## src/rtl/lfsr_multi.sv

```systemverilog
// Parametrised LFSR with run-time Fibonacci/Galois selection, multi-step advance,
// all-zero lock-up recovery and a period monitor.
module lfsr_multi #(
  parameter int unsigned      WIDTH = 7,
  parameter logic [WIDTH-1:0] POLY  = WIDTH'(7'h09),
  parameter int unsigned      STEPS = 1,
  parameter logic [WIDTH-1:0] SEED  = WIDTH'(1)
) (
  input  logic             clk,
  input  logic             rst,
  input  logic             en,
  input  logic             load,
  input  logic [WIDTH-1:0] seed_in,
  input  logic             mode,
  output logic [WIDTH-1:0] data_out,
  output logic [STEPS-1:0] bit_out,
  output logic             zero_seed_err,
  output logic             period_pulse,
  output logic [31:0]      period_len
);

  localparam int unsigned CNT_W = 32;

  logic [WIDTH-1:0] state;
  logic [WIDTH-1:0] active_seed;
  logic             mode_r;
  logic [CNT_W-1:0] cycle_cnt;

  logic [WIDTH-1:0] next_state;
  logic [STEPS-1:0] shifted_bits;
  logic [CNT_W-1:0] cnt_inc;
  logic [WIDTH-1:0] load_val;

  // One LFSR shift in the selected form; the bit leaving is always the MSB.
  function automatic logic [WIDTH-1:0] shift1(input logic [WIDTH-1:0] s, input logic galois);
    logic fb;
    fb = s[WIDTH-1];
    for (int k = 1; k < int'(WIDTH); k++) begin
      if (POLY[k]) fb = fb ^ s[k-1];
    end
    if (galois) return {s[WIDTH-2:0], 1'b0} ^ (s[WIDTH-1] ? POLY : '0);
    return {s[WIDTH-2:0], fb};
  endfunction

  // Unrolled STEPS-deep shift chain, collecting each shifted-out bit.
  always_comb begin
    next_state   = state;
    shifted_bits = '0;
    for (int i = 0; i < int'(STEPS); i++) begin
      shifted_bits[i] = next_state[WIDTH-1];
      next_state      = shift1(next_state, mode_r);
    end
  end

  assign cnt_inc  = (cycle_cnt == '1) ? cycle_cnt : cycle_cnt + CNT_W'(1);
  assign load_val = (seed_in == '0) ? SEED : seed_in;

  always_ff @(posedge clk) begin
    if (rst) begin
      state         <= SEED;
      active_seed   <= SEED;
      mode_r        <= 1'b0;
      bit_out       <= '0;
      zero_seed_err <= 1'b0;
      period_pulse  <= 1'b0;
      period_len    <= '0;
      cycle_cnt     <= '0;
    end else begin
      zero_seed_err <= 1'b0;
      period_pulse  <= 1'b0;
      if (load) begin
        state         <= load_val;
        active_seed   <= load_val;
        zero_seed_err <= (seed_in == '0);
        mode_r        <= mode;
        cycle_cnt     <= '0;
      end else if (en) begin
        // A zero state would lock the register up; recover from the active seed.
        if (state == '0) begin
          state         <= active_seed;
          zero_seed_err <= 1'b1;
        end else begin
          state   <= next_state;
          bit_out <= shifted_bits;
          if (next_state == active_seed) begin
            period_pulse <= 1'b1;
            period_len   <= cnt_inc;
            cycle_cnt    <= '0;
          end else begin
            cycle_cnt <= cnt_inc;
          end
        end
      end
    end
  end

  assign data_out = state;

endmodule

```

## config.mk

```make
export PLATFORM = sky130hd
export DESIGN_NAME = lfsr_multi
export DESIGN_NICKNAME = d
export VERILOG_FILES = /design/src/rtl/lfsr_multi.sv
export SDC_FILE = /design/constraint.sdc
export NUM_CORES = 1
export LEC_CHECK = 0
export ABC_AREA = 1
export BUFFER_PORTS_ARGS = -buffer_cell sky130_fd_sc_hd__buf_2
export CORE_MARGIN = 5
export CORE_UTILIZATION = 45
export CTS_BUF_LIST = sky130_fd_sc_hd__clkbuf_8
export DETAILED_ROUTE_END_ITERATION = 8
export PLACE_DENSITY = 0.64
export RECOVER_POWER = 100
export SYNTH_ARGS = -nofsm -noshare
export SYNTH_HDL_FRONTEND = slang
export SYNTH_SLANG_ARGS = --single-unit
```

## constraint.sdc

```tcl
create_clock -name clk -period 4.8 [get_ports clk]
set_input_delay 0.96 -clock clk [delete_from_list [all_inputs] [get_ports clk]]
set_output_delay 0.96 -clock clk [all_outputs]
set_load 0.005 [all_outputs]
```

# [After elaboration in Yosys (flattened, before gate mapping)]
# Cells that the tools add are included.
[word_totals] register_bits=82 in_bits=12 out_inout_bits=42 elab_cells=38
[classes] addsub=1 n_eq_ne=2 n_mux=14 bitwise_logic=5 n_reduce_logical=8
[ops] op="2-to-1 mux 32 bit" n=2
[ops] op="2-to-1 mux 7 bit" n=6
[ops] op="adder 32 x 1 -> 32 bit (second input constant)" n=1
[ops] op="== test 32 bit (second input constant)" n=1
[ops] op="zero test 7 bit" n=2
[ops] op="== test 7 bit" n=1
[ops] op="bitwise XOR 7 x 4 -> 7 bit" n=1
[ops] op="2-to-1 mux 1 bit" n=5
[ops] op="2-to-1 mux 4 bit" n=1
[ops] op="AND reduction 4 bit" n=1
[ops] op="OR reduction 4 bit" n=1
[ops] op="inverter 1 bit" n=3
[ops] op="AND reduction 3 bit" n=1
[ops] op="AND reduction 2 bit" n=1
[ops] op="nonzero test 2 bit" n=1
[ops] op="OR reduction 2 bit" n=1
[ops] op="bitwise XOR 1 bit" n=1

# [Logic depth before layout (Yosys ltp)]
# Gate-level depths: netlist of the first run.
[logic_depth] depth_word=7 ltp_mapped=12 mapped_depth_nobuf=12

# [Worst setup path after synthesis of the first run]
# No wires, ideal clock.
[synth_timing] path_kind="input port to flip-flop" from="in en" to="reg period_len[10]" setup_ps=113 arrival_ps=1797 t_required_ps=4687 path_slack_ps=2890 cell_stages=6 path_cell_list="inv_1 -> nor3_4 -> nand4_4 -> buf_2 -> nor2_1 -> nor2_1"
[synth_via] elab_chain_cells=1
[synth_rtl] element="start, declared" line_no="11" rtl="input logic en,"
[synth_rtl] element="AND reduction 4 bit (no line)"
[synth_rtl] element="end signal, assigned" line_no="87" rtl="period_len <= cnt_inc;"
[synth_rtl] element="end, declared" line_no="19" rtl="output logic [31:0] period_len"
# Every way passes these cells.
# A chain may end at the register's enable or synchronous reset.

# [Worst setup path after layout of the first run]
[layout_timing] from="in rst" to="reg cycle_cnt[13]"
[layout_via] elab_chain_cells=1
[layout_rtl] element="start, declared" line_no="10" rtl="input logic rst,"
[layout_rtl] element="OR reduction 2 bit (no line)"
[layout_rtl] element="end signal, assigned" line_no="90" rtl="cycle_cnt <= cnt_inc;"
[layout_rtl] element="end, declared" line_no="27" rtl="logic [CNT_W-1:0] cycle_cnt;"
# Every way passes these cells.

==> metrics, run 1 <==
crit share post-route 69.14%; drt wl/cell 13.00 µm; GRT Util Overall 19.85%; Post-Route Setup TNS 0 ns; share of layout cells above drive strength 1 between 10% and 20%; Max Fclk around 0.3 GHz; XOR/XNOR share of the synthesized area less than 1%; Slew @ Worst Pin between 1.5 and 2 ns; first-pass GRT wire length between 20000 and 25000 µm; Post-CTS Hold Fix Bufs 0; syn_nets 760; Pleak 2.374 nW; Die ar. 0.01258 mm²; final max-slew violation count 39; vias in the first global route 4385; Multi-input gate area 0.002565 mm²; Diodes inserted 0; clk_skew 0.01223 ns; synth-to-layout area growth 10.15%; later-pin clock latency in the skew report between 0.3 and 0.4 ns; critical path class in2reg; Setup Buffers After CTS 0; Comb power frac under 10%; drt total wl 12080 µm; critical path startpoint rst; commonest non-fill, non-tap cell in the layout nand2_1; GR Util met1 24.29%; Worst Path Arrival 3.62 ns; PostCTS Resize Cnt 0; GP Congestion 0.8843; Die Ht 112.2 µm; Net Sw Frac 25.49%; Clock Path Buffers 2; startpoint class of the critical path input port; Die Wd 112.2 µm; core area 0.01023 mm²; commonest non-fill, non-tap cells in the layout nand2_1, nor2_1, inv_1; FF/Latch Area approximately 0.0016 mm²; Root Buffer clkbuf_8; clk slew on worst S/H paths 0.09 ns; CP peak stage delay 1.28 ns; largest net degree at the start of global routing 65; worst hold path type reg2reg; detail-routed via count per cell slightly below 5; cts bufs inserted 9; worst reg2reg path startpoint cycle_cnt[0]; Synth Register Bits 82; Max IR drop VDD 126.5 µV; mux cell area share after synthesis 0%; CP Capture Type register; yosys warns 0; pwr dens 263.0 mW/mm²; RSZ-0062 raised after global routing false; # fillers 1106; I/O pin count 54; Worst EP required 5.10 ns; Yosys cell types 33; number of port buffers 53; met2 Track Usage GR 34.60%; initial antenna violation count 0; Post-Place Cells 913; Post-DP HPWL 8658 µm; outcome finished, violations left; Slew HR -18.41%; largest family of logic cells by synthesized area simple AND/OR/NAND/NOR gates; Non-Filler Instances 929; gr ovfl total 0; CP top delay family buffers and inverters; R2R setup slack 2.43 ns; register area share after synthesis 34.96%; row cnt 37; Initial Util roughly 46%; Hold Path Origin active_seed[2]; Compound-Gate Fraction of Synth Area 7.701%; # Max-Cap Violations 1; Syn Std Cell Area between 0.004 and 0.005 mm²; initial DRC count roughly 270; CP max FO 38; simple-gate share of the synthesized area 45.94%; DRC violations left 0; CTS tree yes; crit path cell chain clkbuf_1 > inv_1 > clkbuf_1 > nand2_1 > buf_4 > a21oi_1; grt peak-use layer met2; failing checks max-capacitance violations, max-slew violations; Gate Count Post-Synth 747; Buf/Inv on CP 4; number of hold violations in the final report 0; CTS sink cnt 82; most frequent CP cell clkbuf_1; final antenna-violating net count 0; clock network fraction of design power 40.0%; via count 4613; Cell Int Power slightly above 1 mW; adder-cell share of the synthesized area 0.2665%; final setup fails 0; DRT Pass-1 Iters 4; min cycle time layout 3.319 ns; Reg power frac 51.8%; Final nets 801; H-tree depth 3; syn_area_per_cell 6.286 µm²; met3 usage roughly 3.2%; P_sw 0.3467 mW; CP max stage cell clkbuf_1
-- cells in the mapped netlist, drive strengths merged --
cell / n / area share [%]
a21oi: 39 / 4.2
nand3: 90 / 12
ha: 1 / 0.27
clkbuf: 9 / 0.72
nand2: 244 / 20
xnor2: 2 / 0.37
a311oi: 1 / 0.19
o211ai: 3 / 0.48
dfxtp: 82 / 35
a31oi: 3 / 0.40
nor3: 3 / 0.56
o22ai: 4 / 0.53
buf: 18 / 2.7
inv: 87 / 7.0
or2: 5 / 0.67
nor4: 1 / 0.13
nor2: 133 / 11
o21ai: 15 / 1.7
nor2b: 1 / 0.13
o221ai: 1 / 0.19
xor2: 2 / 0.37
nand4: 3 / 0.72
-- state kept, by name, indices dropped and copies added (netlist names) --
signal and cells:
active_seed 7, bit_out 1, cycle_cnt 32, data_out 7, mode_r 1, period_len 32, period_pulse 1, zero_seed_err 1
-- per-stage QoR --
step / hold slack [ns] / power (mW) / util [%] / worst slack (ns) / instance area, µm²
finish: 0.5001 / 1.360 / 50.56 / 1.481 / 5172
global route: 0.5266 / 1.418 / 50.56 / 1.160 / 5172
CTS: 0.5012 / 1.373 / 50.95 / 2.395 / 5213
detailed placement: 0.4892 / 0.8331 / 48.89 / 2.014 / 5002
global placement: 0.4812 / 0.8315 / 48.89 / 2.122 / 5002
floorplan: 0.4604 / 0.7973 / - / 2.890 / 4696
-- logic make-up after synthesis --
| group | Yosys count |
|---|---|
| compound gates | 66 |
| xor+xnor | 4 |
| flops | 82 |
| fa+ha+maj | 1 |
| simple gates | 480 |
| buf+inv | 114 |
-- per-layer routing --
layer  up-vias  part of all wire, %
met2        85                   49
met3        16                  3.5
met1      2099                   46
met4         0                  1.9
met5         -                    0
li1       2413                    -
-- layout make-up --
type | count | share of cell area (%)
Multi-Input combinational cell | 551 | 49.59
Sequential cell | 82 | 31.74
Inverter | 87 | 6.313
Timing Repair Buffer | 57 | 5.007
Tap cell | 136 | 3.290
Clock buffer | 9 | 2.395
Clock inverter | 7 | 1.669
-- worst register-to-register path, delay by kind of cell, from the launching register on --
kind,cells,cell delay (ns)
buffers and inverters,2,0.16
DFF,1,0.50
adders and majority gates,1,0.38
and+or+nand+nor,9,1.21
-- path summary, 6_finish.rpt --
path	end	cells after the start
setup / recovery	cycle_cnt[13]	6
hold / removal	active_seed[2]	2
setup reg to reg	period_len[1]	12
hold reg to reg	active_seed[2]	2
-- power groups by stage --
stage                     Clock (mW)  Combinational [mW]  Sequential [mW]
after floorplan                    0              0.0784            0.719
after global placement             0               0.111            0.720
after detailed placement           0               0.112            0.721
after CTS                      0.555               0.113            0.705
after global routing           0.586               0.125            0.707
final                          0.545               0.111            0.705
(Power assumes the default switching activity.)
==> run 2: changes to the inputs <==
--- a/config.mk
+++ b/config.mk
@@ -11,7 +11,7 @@
 export CORE_UTILIZATION = 45
 export CTS_BUF_LIST = sky130_fd_sc_hd__clkbuf_8
 export DETAILED_ROUTE_END_ITERATION = 8
-export PLACE_DENSITY = 0.64
+export PLACE_DENSITY = 0.67
 export RECOVER_POWER = 100
 export SYNTH_ARGS = -nofsm -noshare
 export SYNTH_HDL_FRONTEND = slang
==> constraint.sdc (replaced) <==
create_clock -name clk -period 2.69 [get_ports clk]
set_input_delay 0.538 -clock clk [delete_from_list [all_inputs] [get_ports clk]]
set_output_delay 0.538 -clock clk [all_outputs]
set_load 0.005 [all_outputs]
==> metrics, run 2 (synthesis gave the netlist of run 1 again) <==
outcome finished clean; final setup fails 0 (unchanged); cts bufs inserted 9 (unchanged); post-layout power 2.337 mW (+72%); Post-Route Setup TNS 0 ns (unchanged); Worst Path Arrival 2.71 ns (-0.91 ns); Post-Place Cells 917 (+0.44%); FF-to-FF End cycle_cnt[14]; Max IR drop VDD 239.9 µV (+90%); Die Ht 112.2 µm (unchanged); Reg power frac 53.8% (+2.0 points); # Max-Cap Violations 0 (-1); # fillers 1102 (-0.36%); pwr dens 459.6 mW/mm² (+75%); Diodes inserted 0 (unchanged); drt total wl 12350 µm (+2.3%); RSZ-0062 raised after global routing false; CP endpoint cycle_cnt[14]; Reg2Reg Depth 9 (-3); detail-routed via count per cell 4.980 (+0.28%); clk slew on worst S/H paths 0.11 ns (+0.02 ns); Hold Path Origin mode; Slew @ Worst Pin 1.039 ns (-0.7370 ns); I/O pin count 54 (unchanged); FF/Latch Area 0.001642 mm² (unchanged); Die ar. 0.01258 mm² (unchanged); worst hold path type in2reg; PostCTS Resize Cnt 0 (unchanged); dpl ws 0.3271 ns (-1.686 ns); DRT Pass-1 Iters 5 (+1); Max Fclk 0.4163 GHz; min cycle time layout 2.402 ns; top flop regs cycle_cnt x32, period_len x32; Post-CTS Hold Fix Bufs 0 (unchanged); core area 0.01023 mm² (unchanged); row cnt 37 (unchanged); CTS tree yes; critical path class reg2reg; DRC violations left 0 (unchanged); Post-DP HPWL 9199 µm (+6.2%); via count 4646 (+0.72%); GRT Util Overall 19.76% (-0.096 points); vias in the first global route 4406 (+0.48%); Worst EP required 3.00 ns (-2.10 ns); Non-Filler Instances 933 (+0.43%); Net Sw Frac 29.51% (+4.0 points); crit share post-route 89.30%; Slew HR 30.65% (+49 points); Setup Buffers After CTS 0 (unchanged); CP Capture Type register; Root Buffer clkbuf_8; gr ovfl total 0 (unchanged); Setup WS post-layout 0.2878 ns (-1.194 ns); later-pin clock latency in the skew report 0.38 ns (about the same); Final nets 805 (+0.50%); number of port buffers 53 (unchanged); R2R setup slack 0.29 ns (-2.14 ns); worst reg2reg path startpoint cycle_cnt[0]; crit path cell chain ha_1 > inv_1 > nor2_4 > nand2_4 > nor2_4 > nand2_4 > nand3_1 > nand3_1 > a21oi_1; initial DRC count 332 (+24%); H-tree depth 3 (unchanged); CP max stage cell dfxtp_1; first-pass GRT wire length 20790 µm (+0.74%); Pleak 2.283 nW (-3.8%); startpoint class of the critical path register; P_sw 0.6894 mW (+99%); critical path startpoint cycle_cnt[0]; Initial Util 45.90% (unchanged); Cell Int Power 1.647 mW (+63%); final max-slew violation count 0 (-100%); Multi-input gate area 0.002466 mm² (-3.9%); commonest non-fill, non-tap cell in the layout nand2_1; clk_skew 0.01785 ns (+0.005622 ns); initial antenna violation count 0 (unchanged); CTS sink cnt 82 (unchanged); commonest non-fill, non-tap cells in the layout nand2_1, nor2_1, inv_1; Clock Path Buffers 2 (unchanged); number of hold violations in the final report 0 (unchanged); Comb power frac 8.4% (+0.3 points); CP max FO 31 (-18%); share of layout cells above drive strength 1 11.04% (-1.1 points); synth-to-layout area growth 8.260%; GP Congestion 0.8941 (+1.1%); CP peak stage delay 0.51 ns (-0.77 ns); drt wl/cell 13.23 µm (+1.8%); clock network fraction of design power 37.8% (-2.2 points); final antenna-violating net count 0 (unchanged); Die Wd 112.2 µm (unchanged); largest net degree at the start of global routing 33 (-49%)
run 2: cell types whose count changed in the layout (fill, tap and decap cells not counted), sizes merged:
cell	change
clkinvlp	+1
bufinv	-2
buf	+11
inv	+1
clkbuf	-7
run 2: critical path: cells and delay by family (launching register included):
| kind | cells | cell delay (ns) |
|---|---|---|
| AO/OA/AOI/OAI | 1 | 0.14 |
| adder cells (fa/ha/maj) | 1 | 0.37 |
| buffers and inverters | 1 | 0.15 |
| AND/OR/NAND/NOR | 6 | 1.17 |
| flip-flops | 1 | 0.51 |
run 2: worst min-delay path by stage:
stage / to / slack (ns) / cells after the start
floorplan: active_seed[5] / 0.46 / 2
global placement: active_seed[6] / 0.48 / 2
detailed placement: active_seed[5] / 0.48 / 2
CTS: mode_r / 0.43 / 3
global route: mode_r / 0.46 / 3
finish: mode_r / 0.44 / 3
run 2: layer usage:
layer | GRT usage (%) | up-vias | wire length (µm)
li1 | - | 2430 | -
met1 | 24.68 | 2076 | 5549
met2 | 33.69 | 116 | 5951
met3 | 3.127 | 24 | 521
met4 | 8.494 | 0 | 327
met5 | 0 | - | 0
run 2: layout make-up:
| class | count | share of cell area (%) |
|---|---|---|
| Multi-Input combinational cell | 551 | 48.51 |
| Sequential cell | 82 | 32.29 |
| Inverter | 87 | 6.424 |
| Timing Repair Buffer | 61 | 5.784 |
| Tap cell | 136 | 3.347 |
| Clock buffer | 9 | 2.437 |
| Clock inverter | 7 | 1.206 |
run 2: power by group through the flow:
stage	Sequential, mW	Combinational (mW)	Clock [mW]
2_1_floorplan	1.28	0.140	0
3_3_place_gp	1.29	0.200	0
3_5_place_dp	1.29	0.202	0
4_1_cts	1.26	0.203	0.888
5_1_grt	1.26	0.222	0.954
6_report	1.26	0.196	0.883
run 2: through the flow:
stage / hold WS (ns) / instance area [µm²] / util [%]
after detailed placement: 0.4801 / 5045 / 49.31
after CTS: 0.4339 / 5230 / 51.12
after global placement: 0.4774 / 5045 / 49.31
after global routing: 0.4644 / 5084 / 49.69
after floorplan: 0.4604 / 4696 / -
final: 0.4380 / 5084 / 49.69
